==> src/rtl/time_display_scan.sv <==
// Snapshots a time or date page once per frame, converts it to BCD with a serial
// double-dabble engine and scans the result onto a 6-digit 7-segment display.
module time_display_scan #(
    parameter int SCAN_DIV = 1000
) (
    input  logic       clk,
    input  logic       reset,
    input  logic       page_sel,
    input  logic [7:0] second,
    input  logic [7:0] minute,
    input  logic [7:0] hour,
    input  logic [7:0] day,
    input  logic [7:0] month,
    input  logic [7:0] year,
    output logic [6:0] seg,
    output logic       dp,
    output logic [5:0] an,
    output logic       upd
);

    typedef enum logic [1:0] {
        IDLE,
        SHIFT,
        COMMIT
    } state_t;

    state_t state, state_next;

    logic [15:0] div_cnt;
    logic [2:0]  digit_idx;
    logic [2:0]  idx_next;
    logic        pending;
    logic        div_term;
    logic        snap;

    logic [8:0]  val_a;
    logic [8:0]  val_b;
    logic [8:0]  val_c;

    logic [7:0]  work_bin;
    logic [7:0]  work_bcd;
    logic [7:0]  bcd_adj;
    logic [7:0]  bcd_shift;
    logic [7:0]  bin_b;
    logic [7:0]  bin_c;
    logic [2:0]  bit_cnt;
    logic [1:0]  field_idx;
    logic        last_bit;
    logic [7:0]  res_a;
    logic [7:0]  res_b;
    logic [7:0]  res_c;
    logic [2:0]  dash_snap;

    logic [23:0] disp_bcd;
    logic [2:0]  disp_dash;

    logic [3:0]  cur_nib;
    logic        cur_dash;
    logic [6:0]  seg_next;
    logic [5:0]  an_next;

    assign div_term = (div_cnt == 16'(SCAN_DIV - 1));
    // The pending flag forces one snapshot on the first edge out of reset.
    assign snap     = pending | (div_term & (digit_idx == 3'd0));

    always_comb begin
        idx_next = digit_idx;
        if (div_term) begin
            if (digit_idx == 3'd0) begin
                idx_next = 3'd5;
            end else begin
                idx_next = digit_idx - 3'd1;
            end
        end
    end

    always_ff @(posedge clk or negedge reset) begin
        if (!reset) begin
            div_cnt   <= '0;
            digit_idx <= 3'd5;
            pending   <= 1'b1;
        end else begin
            pending   <= 1'b0;
            div_cnt   <= div_term ? 16'd0 : div_cnt + 16'd1;
            digit_idx <= idx_next;
        end
    end

    // Day and month are 0-based, so the date page shows them +1 at 9-bit width.
    always_comb begin
        if (page_sel) begin
            val_a = {1'b0, day} + 9'd1;
            val_b = {1'b0, month} + 9'd1;
            val_c = {1'b0, year};
        end else begin
            val_a = {1'b0, hour};
            val_b = {1'b0, minute};
            val_c = {1'b0, second};
        end
    end

    always_comb begin
        bcd_adj = work_bcd;
        if (work_bcd[3:0] >= 4'd5) begin
            bcd_adj[3:0] = work_bcd[3:0] + 4'd3;
        end
        if (work_bcd[7:4] >= 4'd5) begin
            bcd_adj[7:4] = work_bcd[7:4] + 4'd3;
        end
    end

    assign bcd_shift = {bcd_adj[6:0], work_bin[7]};
    assign last_bit  = (bit_cnt == 3'd7);

    always_ff @(posedge clk or negedge reset) begin
        if (!reset) begin
            state <= IDLE;
        end else begin
            state <= state_next;
        end
    end

    always_comb begin
        state_next = state;
        case (state)
            IDLE: begin
                if (snap) begin
                    state_next = SHIFT;
                end
            end
            SHIFT: begin
                if (last_bit && (field_idx == 2'd2)) begin
                    state_next = COMMIT;
                end
            end
            COMMIT: begin
                state_next = IDLE;
            end
            default: begin
                state_next = IDLE;
            end
        endcase
    end

    // Fields are converted one after another through a single shared nibble adjuster.
    always_ff @(posedge clk or negedge reset) begin
        if (!reset) begin
            work_bin  <= '0;
            work_bcd  <= '0;
            bin_b     <= '0;
            bin_c     <= '0;
            bit_cnt   <= '0;
            field_idx <= '0;
            res_a     <= '0;
            res_b     <= '0;
            res_c     <= '0;
            dash_snap <= '0;
            disp_bcd  <= '0;
            disp_dash <= '0;
            upd       <= 1'b0;
        end else begin
            upd <= (state == COMMIT);
            if ((state == IDLE) && snap) begin
                work_bin  <= val_a[7:0];
                bin_b     <= val_b[7:0];
                bin_c     <= val_c[7:0];
                work_bcd  <= '0;
                bit_cnt   <= '0;
                field_idx <= '0;
                dash_snap <= {val_a > 9'd99, val_b > 9'd99, val_c > 9'd99};
            end else if (state == SHIFT) begin
                bit_cnt  <= bit_cnt + 3'd1;
                work_bin <= {work_bin[6:0], 1'b0};
                work_bcd <= bcd_shift;
                if (last_bit) begin
                    work_bcd  <= '0;
                    field_idx <= field_idx + 2'd1;
                    case (field_idx)
                        2'd0: begin
                            res_a    <= bcd_shift;
                            work_bin <= bin_b;
                        end
                        2'd1: begin
                            res_b    <= bcd_shift;
                            work_bin <= bin_c;
                        end
                        default: begin
                            res_c <= bcd_shift;
                        end
                    endcase
                end
            end else if (state == COMMIT) begin
                disp_bcd  <= {res_a, res_b, res_c};
                disp_dash <= dash_snap;
            end
        end
    end

    always_comb begin
        cur_nib  = disp_bcd[3:0];
        cur_dash = disp_dash[0];
        case (idx_next)
            3'd5: begin
                cur_nib  = disp_bcd[23:20];
                cur_dash = disp_dash[2];
            end
            3'd4: begin
                cur_nib  = disp_bcd[19:16];
                cur_dash = disp_dash[2];
            end
            3'd3: begin
                cur_nib  = disp_bcd[15:12];
                cur_dash = disp_dash[1];
            end
            3'd2: begin
                cur_nib  = disp_bcd[11:8];
                cur_dash = disp_dash[1];
            end
            3'd1: begin
                cur_nib  = disp_bcd[7:4];
                cur_dash = disp_dash[0];
            end
            default: begin
                cur_nib  = disp_bcd[3:0];
                cur_dash = disp_dash[0];
            end
        endcase
    end

    always_comb begin
        seg_next = 7'b0111111;
        if (!cur_dash) begin
            case (cur_nib)
                4'd0:    seg_next = 7'b1000000;
                4'd1:    seg_next = 7'b1111001;
                4'd2:    seg_next = 7'b0100100;
                4'd3:    seg_next = 7'b0110000;
                4'd4:    seg_next = 7'b0011001;
                4'd5:    seg_next = 7'b0010010;
                4'd6:    seg_next = 7'b0000010;
                4'd7:    seg_next = 7'b1111000;
                4'd8:    seg_next = 7'b0000000;
                4'd9:    seg_next = 7'b0010000;
                default: seg_next = 7'b0111111;
            endcase
        end
    end

    assign an_next = ~(6'b000001 << idx_next);

    // Outputs follow the next digit index so an, seg and dp switch on the same edge.
    always_ff @(posedge clk or negedge reset) begin
        if (!reset) begin
            an  <= 6'b111111;
            seg <= 7'b1111111;
            dp  <= 1'b1;
        end else begin
            an  <= an_next;
            seg <= seg_next;
            dp  <= !((idx_next == 3'd4) || (idx_next == 3'd2));
        end
    end

endmodule

==> config.mk <==
export PLATFORM = sky130hd
export DESIGN_NAME = time_display_scan
export DESIGN_NICKNAME = d
export VERILOG_FILES = /design/src/rtl/time_display_scan.sv
export SDC_FILE = /design/constraint.sdc
export NUM_CORES = 1
export LEC_CHECK = 0
export ABC_AREA = 1
export BUFFER_PORTS_ARGS = -buffer_cell sky130_fd_sc_hd__buf_2
export CORE_ASPECT_RATIO = 1.5
export CORE_MARGIN = 2
export CORE_UTILIZATION = 60
export CTS_CLUSTER_DIAMETER = 200
export DETAILED_ROUTE_END_ITERATION = 6
export PLACE_DENSITY = 0.86
export SYNTH_ARGS = -nofsm -noshare
export SYNTH_HDL_FRONTEND = slang
export SYNTH_SLANG_ARGS = --single-unit
==> constraint.sdc <==
create_clock -name clk -period 6.44 [get_ports clk]
set_input_delay 0.322 -clock clk [delete_from_list [all_inputs] [get_ports clk]]
set_output_delay 0.322 -clock clk [all_outputs]
set_load 0.02 [all_outputs]
Word level (Yosys, flattened, before mapping) --
Memories as Yosys holds them, arrays and structs flattened. Index checks and enable logic that the tools add are counted. W data, S select, Z words.
Cells by class: bitwise logic cells 6, reduce and logical (&&, ||, !) cells 18, $add $sub $neg 8, order comparisons 5, equality and inequality tests 13, muxes and demuxes 26, shift operators 1
Operators with widths (count):
- $mux W8 | 7
- $gt A9 B7 Y1 const B | 3
- $pmux W4 S5 | 1
- $add A8 B1 Y9 const B | 2
- $mux W9 | 2
- $add A16 B1 Y16 const B | 1
- $eq A16 B10 Y1 const B | 1
- $mux W16 | 1
- $pmux W8 S2 | 1
- $mux W3 | 5
- $reduce_and A4 Y1 | 3
- $mux W2 | 5
- $eq A3 B3 Y1 const B | 3
- $ge A4 B3 Y1 const B | 2
- $mux W7 | 1
- $eq A3 B2 Y1 const B | 2
- $not A6 Y6 | 1
- $reduce_or A2 Y1 | 3
- $shl A1 B3 Y6 const A | 1
- $add A4 B2 Y4 const B | 1
- $eq A2 B1 Y1 const B | 2
- $eq A2 B2 Y1 const B | 2
- $logic_not A2 Y1 | 2
- $mux W4 | 1
- 18 further kinds | 24
Storage, ports and cells: output and inout bits 15, memories kept 1, bits of input ports 51, bits in registers 128, logic and storage cells 98, ROM bits 112
Memories:
- (no name shown) | words 16, bits a word 7, read ports 1, clocked after Yosys merged registers in 0, wr ports 0, line 233 | case (cur_nib)

Logic depth before layout (Yosys ltp) --
Gate-level depths: netlist (run 1).
depth in word-level cells 7, gate-level depth with buffers 19, depth with buffers taken out 19

Least setup slack after synthesis (run 1) --
No wires, ideal clock.
kind reg2reg, from reg digit_idx[0], to reg seg[3], slack 4.212 ns, period minus slack after synthesis 2.228 ns, setup time 0.061 ns, arrival time 2.167 ns, stages on the path, launching flop included 16, cell sequence dfstp_2 -> nor2_1 -> ha_1 -> inv_1 -> nand3_1 -> nand2_4 -> nand2_2 -> nand2_1 -> nor2_1 -> nor3_2 -> ha_1 -> inv_1 -> nand2_1 -> nand2_1 -> nand2_1 -> nand2_1
On the way: longest elaborated chain between the ends 7, elaborated cells between the ends (all ways) 15
RTL lines:
- start: declaration | line 30 | logic [2:0] digit_idx;
- start signal: assignment | line 85 | digit_idx <= idx_next;
- $sub A3 B1 Y3 or $logic_not A3 Y1 (tied branches) | line 72, 69
- $mux W3 (*) | line 69 | if (digit_idx == 3'd0) begin
- $mux W3 (*) | line 68 | if (div_term) begin
- net idx_next[2] | line 31 | logic [2:0] idx_next;
- $eq A3 B1 Y1, or another cell as far along | line 202 | case (idx_next)
- $pmux W4 S5 or $reduce_or A2 Y1 (tied branches)
- $mem_v2 Z16 W7 or $pmux W1 S2 (tied branches)
- $mux W7 (*) | line 232 | if (!cur_dash) begin
- net seg_next[3] | line 59 | logic [6:0] seg_next;
- end signal: assignment | line 259 | seg <= seg_next;
- end: declaration | line 15 | output logic [6:0] seg,
The timed path passes the listed nets; every way through them passes the cells marked *. A chain may end at the register's enable or synchronous reset.

Worst setup path after layout (run 1) --
from reg div_cnt[0], to reg work_bin[5]
On the way: longest elaborated chain between the ends 5, elaborated cells between the ends (all ways) 6
RTL lines:
- start: declaration | line 29 | logic [15:0] div_cnt;
- start signal: assignment | line 84 | div_cnt <= div_term ? 16'd0 : div_cnt + 16'd1;
- $eq A16 B10 Y1 (*) | line 62 | assign div_term = (div_cnt == 16'(SCAN_DIV - 1));
- $and A1 B1 Y1 (*) | line 64 | assign snap = pending | (div_term & (digit_idx == 3'd0));
- $or A1 B1 Y1 (*) | line 64
- $logic_and A1 B1 Y1 (*) | line 163 | if ((state == IDLE) && snap) begin
- $mux W8 or $reduce_bool A2 Y1 (tied branches)
- end signal: assignment | line 164 | work_bin <= val_a[7:0];
- end signal: assignment | line 173 | work_bin <= {work_bin[6:0], 1'b0};
- end signal: assignment | line 181 | work_bin <= bin_b;
- end: declaration | line 40 | logic [7:0] work_bin;
Mark *: on every way between the ends. The rest lies on a longest branch, timed or not.

==> flow_summary_export.csv, run 1 <==
group,metric,value,unit
clock_tree,cts_resized,0,
placement,gp_congestion,0.861,
yosys,synth.most_common_cell,"nand2_1",
hold_path,min_path_type,"in2async",
layout,drive_gt1_share,18.5,%
drt,drt_iter0_markers,401,
pwr,p_clk_share,35.5,%
layout,syn2layout_area_growth,16.8,%
drt,avgRoutedWirePerCell,14.5,um
sta,finalSetupViolations,0,
clock_tree,clockRootBuffer,"clkbuf_16",
yosys,syn_avg_cell_area,8.19,um2
clock_tree,clkTransAtPathRegs,0.06,ns
sta,worstMarginPinSlew,0.933,ns
pwr,p_per_area,385,nW/um2
clock_tree,cts_hold_buf,0,
global_routing,use_met2,49.7,%
setup_path,worstPathArrival,3.30,ns
drt,wirelength,14800,um
floorplan,die_w,88.9,um
placement,portBuffers,65,
yosys,synth_top_area_cell,"dfrtp_1",
global_routing,grt_first_pass_wirelength,25000,um
floorplan,io-pin-count,66,
global_routing,first_global_vias,5615,
global_routing,use_met3,6.66,%
clock_tree,cts_tree,"yes",
clock_tree,cts_setup_buffers,0,
clock_tree,cts.htree.levels,4,
layout,antennaDiodeCount,0,
clock_tree,clkSinkCount,128,
setup_path,start_kind,"flop",
floorplan,initial_core_util,61.6,%
global_routing,grt_remaining_overflow,0,
yosys,synth_ff_type,"dfrtp_1",
clock_tree,clk_path_buf_depth,2,
yosys,synthDistinctLibCells,49,
setup_path,cp_max_fo,28,
yosys,synthTopCellsByArea,"dfrtp_1 43%, nand2_1 12%, dfstp_2 6.9%",
yosys,synthArstFlopShare,100,%
pwr,p_leak,3.74,nW
floorplan,fp.dieArea,11700,um2
setup_path,end_kind,"flop",
sta,hold_slack,0.0452,ns
sta,period_minus_slack,2.98,ns
setup_path,r2r_slack,3.46,ns
drt,ant_nets,0,
yosys,synth_top_area_share,42.8,%
sta,grt_setup_unrepaired,"no",
drt,vias,5615,
placement,dp.cells,983,
outcome,run_status,"complete, no violations",
clock_tree,insertion_delay,0.42,ns
placement,pre_cts_slack,3.57,ns
setup_path,critPathMaxStageDelay,0.56,ns
drt,drc,0,
global_routing,grt_usage,27.6,%
pwr,power_frac_comb,24.9,%
setup_path,cp_cell_sequence,"ha_1 -> nand3_1 -> nor2_4 -> nand2_4 -> o21bai_1 -> nand2_1 -> inv_2 -> nor2_2 -> inv_2 -> nor2_1 -> nor3_1",
setup_path,r2r_cells,11,
global_routing,top_usage_layer,"met2",
sta,tns,0,ns
yosys,seq_area_frac_synth,49.7,%
layout,layout.cells.non_filler,1015,
global_routing,antenna_found_initial,0,
pwr,ir_drop,216,uV
setup_path,cp_common_cell,"inv_2",
setup_path,rr_endpoint,"work_bin[5]",
layout,nets,925,
floorplan,core.rowCount,46,
setup_path,path_class,"reg2reg",
pwr,pwr-share-seq,39.7,%
yosys,synth_edf_count,0,
yosys,synth_nets,859,
pwr,p_int,1.98,mW
setup_path,regToRegStartpoint,"div_cnt[0]",
global_routing,grt_max_degree,77,
sta,timing.final.crit_share,46.2,%
drt,drtPass1Iterations,5,
flow_run,max_cap_viol_count,0,
sta,finalMaxSlewViolations,0,
pwr,finalPower,2.92,mW
sta,hold_viol_final,0,
placement,hpwl,10200,um
clock_tree,numCtsBuffers,17,
yosys,ys_ff_latch,128,
sta,max_clock_freq,0.336,GHz
yosys,postSynthCellCount,792,
pwr,sw_frac_of_total,31.9,%
floorplan,coreArea,10500,um2
setup_path,crit_required,6.77,ns
sta,fin_skew,0.0110,ns
floorplan,die_h,131,um
sta,maxSlewHeadroom,37.8,%
yosys,yosys_warnings,0,
global_routing,use_met1,29.1,%
yosys,synth_commonest_cells,"203 x nand2_1, 111 x dfrtp_1, 90 x inv_1",
sta,finalWorstSetupSlack,3.46,ns
yosys,syn-cell-area,6490,um2
drt,via_per_inst,5.53,
setup_path,slowest_stage,"inv_2",
pwr,switchingPower,0.931,mW
[state kept, by name (all words and copies together), names as in the netlist, 6 cells and up]
signal,count
disp_bcd,24
div_cnt,16
bin_b,8
bin_c,8
res_a,8
res_b,8
res_c,8
work_bcd,8
work_bin,8
seg,7
an,6
[worst max path at each step]
| stage | to | from | depth (start not counted) |
|---|---|---|---|
| 2_1_floorplan | seg[3] | digit_idx[0] | 15 |
| 3_3_place_gp | work_bin[4] | div_cnt[0] | 11 |
| 3_5_place_dp | work_bin[4] | div_cnt[0] | 11 |
| 4_1_cts | work_bin[5] | div_cnt[0] | 11 |
| 5_1_grt | work_bin[5] | div_cnt[0] | 11 |
| 6_report | work_bin[5] | div_cnt[0] | 11 |
[final cells by class]
cell class,count,area [um2]
Clock buffer,22,494
Clock inverter,10,155
Fill cell,796,2950
Inverter,96,360
Multi-Input combinational cell,548,2820
Sequential cell,128,3220
Tap cell,144,180
Timing Repair Buffer,67,343
[kinds of logic after synthesis]
group / share of synthesized area, %
DFF: 49.7
muxes: 0.463
adders and majority gates: 3.08
and+or+nand+nor: 26.5
buffers and inverters: 6.84
xor gates and xnor gates: 0.945
other: 0.0578
AOI/OAI and AO/OA: 12.5
[cell usage in the layout (no fill, tap or decap), types with 4 or more instances in the layout]
cell type / n
dfrtp_1: 111
xor2_1: 4
bufinv_16: 4
nand2_2: 10
nor2_2: 4
inv_1: 90
clkbuf_8: 5
a22o_1: 5
nand2_1: 203
nor3_1: 13
clkinv_2: 4
clkbuf_16: 17
nor2_1: 81
buf_2: 64
a31oi_1: 9
nand3_1: 38
nand3_2: 4
o22ai_1: 11
dfstp_2: 17
nand4_1: 4
o211ai_1: 4
inv_2: 6
nand2_4: 10
ha_1: 16
a21oi_1: 15
o21ai_0: 81
[stage by stage]
| step | utilization, % | cell area (um2) |
|---|---|---|
| after floorplan | - | 6490 |
| after global placement | 65.8 | 6930 |
| after detailed placement | 65.8 | 6930 |
| after CTS | 72.0 | 7580 |
| after global routing | 72.0 | 7580 |
| final | 72.0 | 7580 |
[power groups by stage]
stage,Sequential (mW),Combinational [mW],Clock (mW)
finish,1.16,0.725,1.03
global route,1.18,0.823,1.08
detailed placement,1.16,0.705,0
CTS,1.15,0.724,1.04
floorplan,1.14,0.494,0
global placement,1.15,0.673,0
[routing by layer]
metal / up-vias / routed length (um)
met5: - / 0
li1: 2696 / -
met4: 0 / 514
met3: 42 / 722
met1: 2668 / 5320
met2: 209 / 8210
[worst max-delay path, delay by kind of cell (launching register included)]
family / cells / cell delay, ns
fa+ha+maj: 1 / 0.21
compound gates: 1 / 0.16
buf+inv: 2 / 0.81
simple gates: 7 / 1.32
flops: 1 / 0.37
Note: power is estimated with default switching activity, not from simulation.
==> run 2, diff against run 1 <==
--- a/config.mk
+++ b/config.mk
@@ -5,14 +5,14 @@
 export SDC_FILE = /design/constraint.sdc
 export NUM_CORES = 1
 export LEC_CHECK = 0
-export ABC_AREA = 1
+export ABC_AREA = 0
 export BUFFER_PORTS_ARGS = -buffer_cell sky130_fd_sc_hd__buf_2
 export CORE_ASPECT_RATIO = 1.5
 export CORE_MARGIN = 2
-export CORE_UTILIZATION = 60
+export CORE_UTILIZATION = 53
 export CTS_CLUSTER_DIAMETER = 200
 export DETAILED_ROUTE_END_ITERATION = 6
-export PLACE_DENSITY = 0.86
+export PLACE_DENSITY = 0.81
 export SYNTH_ARGS = -nofsm -noshare
 export SYNTH_HDL_FRONTEND = slang
 export SYNTH_SLANG_ARGS = --single-unit
==> constraint.sdc (replaced) <==
create_clock -name clk -period 2.5 [get_ports clk]
set_input_delay 0.125 -clock clk [delete_from_list [all_inputs] [get_ports clk]]
set_output_delay 0.125 -clock clk [all_outputs]
set_load 0.02 [all_outputs]
==> run 2 against run 1 <==
Effect of this change: the flow now finishes with violations (setup timing); die area is 11% higher; critical endpoint is now seg[0]; largest cell class unchanged; highest routed layer unchanged; hold slack worse by 0.034 ns; sequential share of layout area is 3.9 points lower; clock power grew to 2.6 times the previous value; first-iteration DRC count is 14% higher.
==> flow_summary_export.csv, run 2 <==
group,metric,value,unit
outcome,run_status,"finished, violations left",
outcome,violations,"setup timing",
layout,mostFrequentLayoutCells,"110 x dfrtp_1, 84 x nand2_1, 74 x buf_4",
drt,wirelength,17000,um
floorplan,die_w,93.7,um
layout,nets,838,
pwr,ir_drop,504,uV
clock_tree,clkSinkCount,128,
yosys,synth_ff_type,"dfrtp_1",
drt,drc,0,
placement,hpwl,11000,um
sta,finalMaxSlewViolations,0,
hold_path,min_path_type,"in2reg",
layout,syn2layout_area_growth,30.6,%
drt,drt_iter0_markers,457,
sta,grt_setup_unrepaired,"yes",
yosys,synth_edf_count,0,
global_routing,antenna_found_initial,0,
layout,nFillCells,823,
global_routing,grt_usage,26.0,%
sta,finalWorstSetupSlack,-0.561,ns
sta,tns,-3.41,ns
setup_path,rr_endpoint,"seg[0]",
clock_tree,clkTransAtPathRegs,0.06,ns
flow_run,max_cap_viol_count,0,
sta,fin_skew,0.00746,ns
yosys,postSynthCellCount,639,
global_routing,grt_remaining_overflow,0,
yosys,synthDistinctLibCells,60,
yosys,ys_ff_latch,128,
global_routing,grt_max_degree,51,
pwr,p_leak,3.92,nW
layout,antennaDiodeCount,0,
clock_tree,clockRootBuffer,"clkbuf_16",
yosys,synth_nets,706,
pwr,finalPower,7.53,mW
setup_path,path_class,"reg2reg",
clock_tree,cts.htree.levels,4,
pwr,p_per_area,902,nW/um2
global_routing,first_global_vias,5612,
clock_tree,clk_path_buf_depth,2,
layout,reg_top3,"disp_bcd (24), div_cnt (16)",
setup_path,regToRegStartpoint,"div_cnt[3]",
layout,regMostFlops,"disp_bcd",
layout,largest_reg_flops,24,
setup_path,critPathMaxStageDelay,0.55,ns
floorplan,core.rowCount,49,
sta,period_minus_slack,3.06,ns
sta,timing.final.crit_share,122,%
drt,ant_nets,0,
yosys,synthArstFlopShare,100,%
yosys,yosys_warnings,0,
sta,maxSlewHeadroom,46.1,%
clock_tree,cts_tree,"yes",
yosys,synth_commonest_cells,"111 x dfrtp_1, 85 x nand2_1, 67 x o21ai_0",
setup_path,slowest_stage,"or4b_4",
setup_path,end_kind,"flop",
sta,hold_viol_final,0,
setup_path,worstPathArrival,3.42,ns
setup_path,r2r_slack,-0.56,ns
layout,final_common_cell,"dfrtp_1",
setup_path,path_buf_inv,1,
floorplan,die_h,138,um
hold_path,min_to,"bin_c[1]",
sta,finalSetupViolations,13,
floorplan,initial_core_util,53.7,%
setup_path,crit_required,2.85,ns
placement,portBuffers,65,
drt,avgRoutedWirePerCell,18.2,um
yosys,syn-cell-area,6390,um2
sta,worstMarginPinSlew,0.801,ns
drt,drtPass1Iterations,5,
hold_path,holdPathStages,3,
yosys,synthTopCellsByArea,"dfrtp_1 43%, dfstp_2 7.0%, o21ai_0 5.2%",
yosys,syn_avg_cell_area,10.0,um2
setup_path,cp_max_fo,6,
layout,drive_gt1_share,34.7,%
clock_tree,insertion_delay,0.42,ns
drt,vias,5545,
sta,max_clock_freq,0.327,GHz
drt,via_per_inst,5.92,
setup_path,r2r_cells,9,
floorplan,coreArea,11900,um2
floorplan,io-pin-count,66,
yosys,seq_area_frac_synth,50.5,%
setup_path,cp_cell_sequence,"nor4b_4 -> nand4_1 -> mux2_4 -> nor3_2 -> nor3_2 -> o32a_1 -> buf_6 -> or4b_4 -> nand3_2",
placement,gp_congestion,0.985,
floorplan,fp.dieArea,13000,um2
setup_path,cp_common_cell,"nor3_2",
clock_tree,numCtsBuffers,17,
hold_path,min_from,"second[1]",
yosys,synth_top_area_cell,"dfrtp_1",
setup_path,critPathTopFamily,"simple AND/OR/NAND/NOR gates",
yosys,synth_top_area_share,43.5,%
setup_path,start_kind,"flop",
yosys,synth.most_common_cell,"dfrtp_1",
global_routing,grt_first_pass_wirelength,26500,um
## run 2: per-stage QoR
step                std cells  area (um2)  util, %  hold WS, ns  setup slack, ns
floorplan                 639        6470        -       -0.171           -0.256
global route              937        8350     70.2       0.0244           -0.637
CTS                       933        8170     68.7      0.00562           -0.394
finish                    937        8350     70.2       0.0116           -0.561
detailed placement        894        7390     62.2        0.129           -0.426
global placement          894        7390     62.2        0.126           -0.318
## run 2: routing by layer
layer	vias up	GRT usage [%]	wire [um]
li1	2565	-	-
met1	2679	29.1	6200
met2	242	45.5	9260
met3	59	6.16	817
met4	0	13.0	736
met5	-	0	0
## run 2: how the worst max path moves through the flow
stage / start / end / slack (ns) / cells after the start
global placement: div_cnt[0] / seg[2] / -0.32 / 10
CTS: div_cnt[1] / seg[0] / -0.39 / 11
global route: div_cnt[3] / seg[3] / -0.64 / 13
detailed placement: div_cnt[4] / seg[2] / -0.43 / 10
finish: div_cnt[3] / seg[0] / -0.56 / 9
floorplan: div_cnt[13] / seg[3] / -0.26 / 13
## run 2: final cells by class
type | instances | area, um2 | area share, %
Timing Repair Buffer | 147 | 993 | 11.9
Inverter | 21 | 81.3 | 0.974
Sequential cell | 128 | 3230 | 38.6
Multi-Input combinational cell | 456 | 3220 | 38.6
Clock buffer | 18 | 429 | 5.14
Tap cell | 153 | 191 | 2.29
Clock inverter | 14 | 206 | 2.47
## run 2: cells by family after synthesis
| logic type | Yosys count | share of synthesized area, % |
|---|---|---|
| flops | 128 | 50.5 |
| xor+xnor | 26 | 3.56 |
| other cells | 1 | 0.0587 |
| mux | 47 | 7.93 |
| simple gates | 212 | 16.3 |
| fa+ha+maj | 16 | 3.13 |
| buf+inv | 55 | 3.41 |
| compound gates | 154 | 15.1 |
## run 2: where the power goes
part	internal, mW	total [mW]	switching, mW
sequential	2.64	3.00	0.355
combinational	0.749	1.89	1.14
clock	1.69	2.65	0.960
total	5.08	7.53	2.45
## run 2: repair_timing
action                                 in CTS  in global routing
pin swaps                                  13                 15
resized for setup                          19                 36
setup endpoints to repair                   8                 12
endpoints found under the hold margin      35                  0
hold buffers                                1                  0
gates cloned                                0                  1
setup buffers                               6                  3
## run 2: tightest hold or removal path, cell delays in order
cell     delay, ns
buf_2         0.08
mux2i_1       0.05
o21ai_0       0.14
